$ cat src/rtl/rom_port_arb.sv
// rom_port_arb: shares one single-port ROM between the download writer,
// the video fetch port and the CPU port. Downloads win, video beats CPU
// except when the CPU has been passed over STARVE times in a row.
module rom_port_arb #(
    parameter int          AW     = 15,
    parameter int          DW     = 8,
    parameter int          RD_LAT = 1,
    parameter logic [24:0] BASE   = 25'h0,
    parameter int          SIZE   = 32768,
    parameter int          STARVE = 4
) (
    input  logic          MCLK,
    input  logic          RESET,
    input  logic          DL_ACTIVE,
    input  logic          DL_WR,
    input  logic [24:0]   DL_AD,
    input  logic [DW-1:0] DL_DT,
    input  logic          VREQ,
    input  logic [AW-1:0] VAD,
    output logic          VACK,
    output logic [DW-1:0] VDT,
    input  logic          CREQ,
    input  logic [AW-1:0] CAD,
    output logic          CACK,
    output logic [DW-1:0] CDT,
    output logic [AW-1:0] MEM_AD,
    output logic          MEM_WE,
    output logic [DW-1:0] MEM_DO,
    input  logic [DW-1:0] MEM_DI,
    output logic          BUSY,
    output logic          OVF
);

    typedef enum logic [1:0] {IDLE, WRITE, READ, ACK} state_t;

    localparam int CW = $clog2(RD_LAT + 2);
    localparam int SW = $clog2(STARVE + 2);
    localparam logic [CW-1:0] RD_LAST    = CW'(RD_LAT);
    localparam logic [SW-1:0] STARVE_MAX = SW'(STARVE);
    localparam logic [31:0]   LO         = {7'd0, BASE};
    localparam logic [31:0]   HI         = LO + 32'(SIZE);

    state_t          state;
    state_t          state_nxt;
    logic            pend;
    logic [AW-1:0]   hold_addr;
    logic [DW-1:0]   hold_data;
    logic            sel_cpu;
    logic [CW-1:0]   rd_cnt;
    logic [SW-1:0]   starve_cnt;
    logic            dl_hit;
    logic            start_wr;
    logic            grant_v;
    logic            grant_c;
    logic            rd_last;

    assign dl_hit = DL_WR && ({7'd0, DL_AD} >= LO) && ({7'd0, DL_AD} < HI);

    // Next-state decision: pending write first, then reads unless a download is active
    always_comb begin
        state_nxt = state;
        start_wr  = 1'b0;
        grant_v   = 1'b0;
        grant_c   = 1'b0;
        rd_last   = 1'b0;
        case (state)
            IDLE: begin
                if (pend) begin
                    start_wr  = 1'b1;
                    state_nxt = WRITE;
                end else if (!DL_ACTIVE) begin
                    if (VREQ && CREQ && starve_cnt == STARVE_MAX) begin
                        grant_c = 1'b1;
                    end else if (VREQ) begin
                        grant_v = 1'b1;
                    end else if (CREQ) begin
                        grant_c = 1'b1;
                    end
                    if (grant_v || grant_c) begin
                        state_nxt = READ;
                    end
                end
            end
            WRITE: state_nxt = IDLE;
            READ: begin
                if (rd_cnt == RD_LAST) begin
                    rd_last   = 1'b1;
                    state_nxt = ACK;
                end
            end
            ACK: state_nxt = IDLE;
            default: state_nxt = IDLE;
        endcase
    end

    // State register
    always_ff @(posedge MCLK) begin
        if (RESET) begin
            state <= IDLE;
        end else begin
            state <= state_nxt;
        end
    end

    // Registered ROM port, acknowledge pulses and read data capture
    always_ff @(posedge MCLK) begin
        if (RESET) begin
            MEM_AD  <= '0;
            MEM_DO  <= '0;
            MEM_WE  <= 1'b0;
            VACK    <= 1'b0;
            CACK    <= 1'b0;
            VDT     <= '0;
            CDT     <= '0;
            BUSY    <= 1'b0;
            sel_cpu <= 1'b0;
            rd_cnt  <= '0;
        end else begin
            MEM_WE <= start_wr;
            VACK   <= rd_last && !sel_cpu;
            CACK   <= rd_last && sel_cpu;
            BUSY   <= (state_nxt != IDLE);
            if (start_wr) begin
                MEM_AD <= hold_addr;
                MEM_DO <= hold_data;
            end else if (grant_v) begin
                MEM_AD <= VAD;
            end else if (grant_c) begin
                MEM_AD <= CAD;
            end
            if (grant_v || grant_c) begin
                sel_cpu <= grant_c;
                rd_cnt  <= '0;
            end else if (state == READ) begin
                rd_cnt <= rd_cnt + CW'(1);
            end
            if (rd_last) begin
                if (sel_cpu) begin
                    CDT <= MEM_DI;
                end else begin
                    VDT <= MEM_DI;
                end
            end
        end
    end

    // Download holding register; the entry is handed to the write port on the
    // edge that enters WRITE, so a strobe in that cycle or during WRITE is not an overflow
    always_ff @(posedge MCLK) begin
        if (RESET) begin
            pend      <= 1'b0;
            hold_addr <= '0;
            hold_data <= '0;
            OVF       <= 1'b0;
        end else begin
            if (dl_hit) begin
                hold_addr <= AW'(DL_AD - BASE);
                hold_data <= DL_DT;
                pend      <= 1'b1;
                if (pend && !start_wr) begin
                    OVF <= 1'b1;
                end
            end else if (start_wr) begin
                pend <= 1'b0;
            end
        end
    end

    // CPU anti-starvation counter: counts video wins while the CPU is waiting
    always_ff @(posedge MCLK) begin
        if (RESET) begin
            starve_cnt <= '0;
        end else if (grant_c) begin
            starve_cnt <= '0;
        end else if (state == IDLE && !CREQ) begin
            starve_cnt <= '0;
        end else if (grant_v && CREQ && starve_cnt != STARVE_MAX) begin
            starve_cnt <= starve_cnt + SW'(1);
        end
    end

endmodule
$ cat config.mk
export PLATFORM = sky130hd
export DESIGN_NAME = rom_port_arb
export DESIGN_NICKNAME = d
export VERILOG_FILES = /design/src/rtl/rom_port_arb.sv
export SDC_FILE = /design/constraint.sdc
export NUM_CORES = 1
export LEC_CHECK = 0
export CAP_MARGIN = 5
export CORE_MARGIN = 2
export CORE_UTILIZATION = 25
export DETAILED_ROUTE_END_ITERATION = 6
export PLACE_DENSITY = 0.49
export SYNTH_ARGS = -nofsm -noshare
export SYNTH_HDL_FRONTEND = slang
export SYNTH_SLANG_ARGS = --single-unit
$ cat constraint.sdc
create_clock -name MCLK -period 2.59 [get_ports MCLK]
set_input_delay 0.518 -clock MCLK [delete_from_list [all_inputs] [get_ports MCLK]]
set_output_delay 0.518 -clock MCLK [all_outputs]
set_load 0.01 [all_outputs]
# Word-level counts from Yosys, hierarchy flattened
# Cells that the tools add are included.
word_totals:
  regBits: 76
  in_bits: 77
  out_inout_bits: 44
  elab_cells: 81
op_classes:
  add_sub_neg: 2
  order_cmp: 1
  n_eq_ne: 6
  n_mux: 31
  n_bitwise: 1
  n_reduce_logical: 24
ops:
  columns: ["op", "count"]
  rows:
  - ["$mux 15", 3]
  - ["$lt 25x16->1 const B", 1]
  - ["$mux 1", 23]
  - ["$logic_and 1x1->1", 9]
  - ["$mux 2", 4]
  - ["$pmux 2 s3", 1]
  - ["$reduce_and 2->1", 3]
  - ["$eq 2x1->1 const B", 2]
  - ["$eq 2x2->1 const B", 2]
  - ["$reduce_bool 2->1", 2]
  - ["$reduce_or 2->1", 2]
  - ["$add 3x1->3 const B", 1]
  - ["$eq 3x3->1 const B", 1]
  - ["$logic_not 1->1", 3]
  - ["$ne 3x3->1 const B", 1]
  - ["$reduce_bool 3->1", 1]
  - ["$reduce_or 3->1", 1]
  - ["$add 2x1->2 const B", 1]
  - ["$logic_not 2->1", 1]
  - ["$logic_or 1x1->1", 2]
  - ["$not 1->1", 1]

# Longest topological paths before layout
depth:
  depth_word: 12
  depth_mapped: 8
  depth_no_buf: 6

# Least setup slack after synthesis
# OpenSTA, ideal clock, no wires.
synth_timing:
  kind: "input port to flip-flop"
  startpoint: "input CREQ"
  endpoint: "register MEM_AD[10]"
  setup_time_ns: 0.073
  arrival_ns: 1.606
  required_time_ns: 2.517
  slack_ns: 0.910
  path_stages: 7
  n_path_buf: 3
  cell_sequence: "clkbuf_2 o21ba_2 o21ai_2 or3_1 buf_2 buf_6 o211ai_2"
synth_between:
  elab_chain_len: 11
  elab_cells_between_ends: 21
  classes_between: "mux: 18; reduce/logical: 3"
synth_rtl:
  columns: ["item", "line_no", "rtl"]
  rows:
  - ["start, declared", "22", "input logic CREQ,"]
  - ["$logic_and 1x1->1 (2 in series)", "72", "if (VREQ && CREQ && starve_cnt == STARVE_MAX) begin"]
  - ["$mux 1", "72", null]
  - ["$mux 1", "71", "end else if (!DL_ACTIVE) begin"]
  - ["$mux 1", "68", "if (pend) begin"]
  - ["$mux 1", "66", "case (state)"]
  - ["$mux 1", "71", null]
  - ["$mux 1", "68", null]
  - ["$mux 1", "66", null]
  - ["$mux 15", "126", "end else if (grant_v) begin"]
  - ["$mux 15", "123", "if (start_wr) begin"]
  - ["end signal, assigned", "124", "MEM_AD <= hold_addr;"]
  - ["end, declared", "26", "output logic [AW-1:0] MEM_AD,"]
# Parallel ways exist; a longest one is shown, timed or not. The select of a mux whose other input is x is not followed.
# A chain may end at the register's enable or synchronous reset.

# Worst setup path in the final report
layout_timing:
  startpoint: "input DL_ACTIVE"
  endpoint: "register MEM_AD[13]"
layout_between:
  elab_chain_len: 5
  elab_cells_between_ends: 9
  classes_between: "mux: 8; reduce/logical: 1"
layout_rtl:
  columns: ["item", "line_no", "rtl"]
  rows:
  - ["start, declared", "14", "input logic DL_ACTIVE,"]
  - ["$mux 1", "71", null]
  - ["$mux 1", "68", null]
  - ["$mux 1", "66", null]
  - ["$mux 15", "126", null]
  - ["$mux 15", "123", null]
# Parallel ways exist; a longest one is shown, timed or not.

==> run summary <==
The layer flagged by global routing as most heavily used is met2. The met2 layer usage reported by global route is 20.14%. The die is 117.5 um tall.

In this run the number of H-tree levels came out at 3. The worst slew margin relative to its limit is 60.16%. The HPWL after detailed placement is between 6000 and 7000 um.

The number of buffers inserted by hold repair at cts is 0. The critical path in this run is classified as in2reg. The cell area that synthesis handed to floorplanning was 3218 sq um. Setup repair after global routing left no endpoint under its margin. The combined global-route utilization of all metal layers is between 10% and 20%. The worst register-to-register path begins at state[0]$_SDFF_PP0_. The share of async-settable or async-resettable flops after synthesis came out at 0%. Counting the buffers created by CTS gives 9. The first-pass iteration count of the detailed router came out at 4. The number of placement rows is slightly above 40. The critical path endpoint category is a register. The library cell used most frequently in the layout, excluding fill and tap cells, is sky130_fd_sc_hd__clkdlybuf4s50_1.

The startpoint type of the worst setup path is an input pin. The met3 capacity usage during global routing came out at between 5 and 6%. Each instance of the synthesized netlist takes up on average 9.521 sq um. The synthesis-stage register bit count is 76. The die boundary width is 117.5 um. The startpoint identified for the worst hold timing path is hold_data[7]$_SDFFE_PP0P_. The routed wire length per instance is 14.19 um. The max-slew violation total from the final report came out at 0. The setup TNS after final layout is 0 ns.

The antenna cell count is 0. The clock edge transition at the registers on the reported setup and hold paths came out at 0.06 ns. No sink is reached through more buffers than the 2 on the longest clock path.

The number of instances in the placed design came out at ~600. The tree is rooted in a sky130_fd_sc_hd__clkbuf_16. The total number of nets in the final design is 530. The max-capacitance violation count is 0.

The number of standard cells after synthesis came out at 338. The number of fillers in the final layout came out at 1294. The average via count per standard cell came out at 4.348. The count of buffers added on input and output ports is 120.

The maximum operating frequency came out at 505.0 MHz. The actual transition at the worst max-transition pin is approximately 0.59 ns. Entering global routing, the biggest net connects 70 pins.

The setup clock skew after layout is 0.006872 ns. The sequential element share of the synthesized area is around 47%. The number of nets with antenna violations after detailed routing came out at 0.

For the worst flop-to-flop path, the logic depth is 5. For this design the static power due to leakage is 0.001907 uW. The die outline area came out at 13800 sq um. The worst-case vdd ir drop is 0.4744 mV. The initial antenna violation count came out at 0. After layout, the worst path uses roughly three quarters of the clock period. The total of warnings raised by yosys came out at 0.

The number of gates resized after cts is 0. For hold timing, the worst endpoint is MEM_DO[7]$_SDFFE_PP0P_. The met1 global-route usage came out at 16.84%. The total power per unit cell area is 545.2 nW/um^2. The most used flip-flop cell after synthesis is sky130_fd_sc_hd__dfxtp_1. The post-detailed-route DRC marker count is 0. Setup slack on the worst reg-to-reg path comes out at 0.73 ns. The via count of the first global-routing pass came to 2798.

The via count of the routed design came out at roughly 2700. The run finished with clean final reports. The detailed router's first-iteration violation count is 73. At the end of routability-driven placement, the weighted congestion stood at 0.7137. The multi-input combinational cells in the finished layout cover a total of around 1600 sq um. The required time of the worst setup path is 2.80 ns. During I/O placement, the number of pins put on the boundary was 121. The clock tree from TritonCTS is done. In the layout the commonest cells are sky130_fd_sc_hd__clkdlybuf4s50_1, sky130_fd_sc_hd__dfxtp_1, sky130_fd_sc_hd__nand2_1.

The synthesized design contains 0 enable-type register cells. The count of distinct cell types in the synthesized netlist came out at 38. The min-delay analysis places its worst path in the category reg2reg. The first-pass GRT wire length is 14600 um.

Synthesis produced a netlist with a net count of 418. The relative area change from synthesis to final layout came out at 49.34%. The core region is 12570 sq um. The number of sinks driven by the clock tree came out at 76. For the worst setup path, the data arrival time is 2.19 ns. The clock latency at the later pin of the worst-skew pair is 0.33 ns. After the flow finishes, the layout carries non-filler instances totaling between 600 and 700.

The clock period minus final worst setup slack is 1.980 ns. The setup violation total in the final timing report came out at 0. The capture point of the worst reg-to-reg path is MEM_AD[14]$_SDFFE_PP0P_. The area of all sequential standard cells came out at 1521 sq um. After global routing the overflow that remains totals 0. The hold violation count in the final report came out at 0. The initial cell density of the core is 25.60%. The number of stages on the worst hold path came out at 2. The final routed wirelength across all metal layers came out at 8881 um. The highest fanout seen on the critical path came out at 15. Of the cells placed in the final design, the portion with a size suffix greater than 1 is 8.150%. The number of setup buffers added after CTS is 0.
[cells by family after synthesis]
| kind of cell | count (synthesis) | synth area share [%] |
|---|---|---|
| xor+xnor | 3 | 0.8166 |
| compound gates | 51 | 11.51 |
| simple gates | 138 | 22.40 |
| mux | 40 | 12.44 |
| fa+ha+maj | 3 | 1.167 |
| flops | 76 | 47.28 |
| buf+inv | 27 | 4.393 |
[where the power goes]
part	leakage [uW]	internal (uW)	switching [uW]
clock network	0.000126	639	456
registers	0.000615	1200	18.8
logic	0.00117	192	119
total	0.00191	2030	594
[worst max path at each step]
| stage | slack [ns] | endpoint | from |
|---|---|---|---|
| floorplan | 0.91 | MEM_AD[10]$_SDFFE_PP0P_ | CREQ |
| CTS | 0.61 | MEM_AD[12]$_SDFFE_PP0P_ | DL_ACTIVE |
| global placement | 0.32 | MEM_AD[13]$_SDFFE_PP0P_ | DL_ACTIVE |
| finish | 0.61 | MEM_AD[13]$_SDFFE_PP0P_ | DL_ACTIVE |
| global route | 0.46 | MEM_AD[11]$_SDFFE_PP0P_ | DL_ACTIVE |
| detailed placement | 0.24 | MEM_AD[12]$_SDFFE_PP0P_ | DL_ACTIVE |
[Yosys cell counts (all sizes together), types with 2 or more instances]
cell,number,area (sq um)
nor2,33,126.4
xnor2,3,26.28
clkbuf,15,57.55
nand3,4,32.53
nand2,52,195.2
a211oi,2,15.01
or3,2,12.51
o211ai,15,162.7
o21ai,3,18.77
nor4,2,27.53
ha,3,37.54
nand3b,30,225.2
mux2i,40,400.4
a21oi,26,130.1
nor3,5,25.02
nor2b,2,12.51
o21ba,2,20.02
and2,3,21.27
buf,9,72.57
dfxtp,76,1521
inv,3,11.26
[metrics by stage]
stage          worst slack, ns  util [%]  power (uW)  instance area, sq um  hold slack, ns
4_1_cts                 0.6088     38.24        2670                  4806          0.4544
3_5_place_dp            0.2379     36.24        1553                  4554          0.4475
2_1_floorplan           0.9103         -        1365                  3218          0.4315
3_3_place_gp            0.3208     36.24        1550                  4554          0.4370
5_1_grt                 0.4649     38.24        2742                  4806          0.4643
6_report                0.6097     38.24        2620                  4806          0.4510
[critical path, cell delays in order]
cell and delay, ns:
sky130_fd_sc_hd__clkdlybuf4s50_1 0.48, sky130_fd_sc_hd__nor4_4 0.42, sky130_fd_sc_hd__nand3_4 0.35, sky130_fd_sc_hd__mux2i_1 0.30, sky130_fd_sc_hd__o211ai_2 0.10
[per-layer routing]
layer,wire length (um),vias up
met3,631,10
li1,-,1389
met4,88,0
met1,4205,1244
met2,3955,79
met5,0,-
[final cells by class]
class	instances	share of cell area, %
inverter	3	0.2343
clock inverter	3	0.3124
timing repair buffer	125	25.93
clock buffer	12	4.921
tap	172	4.478
multi-input combinational	235	32.47
sequential	76	31.66
[state kept, by name, indices dropped and copies added (netlist names), 2 cells and up]
signal / flops
hold_addr: 15
VDT: 8
rd_cnt: 2
starve_cnt: 3
MEM_DO: 8
CDT: 8
MEM_AD: 15
hold_data: 8
state: 2
Power figures use the tool's default switching activity.
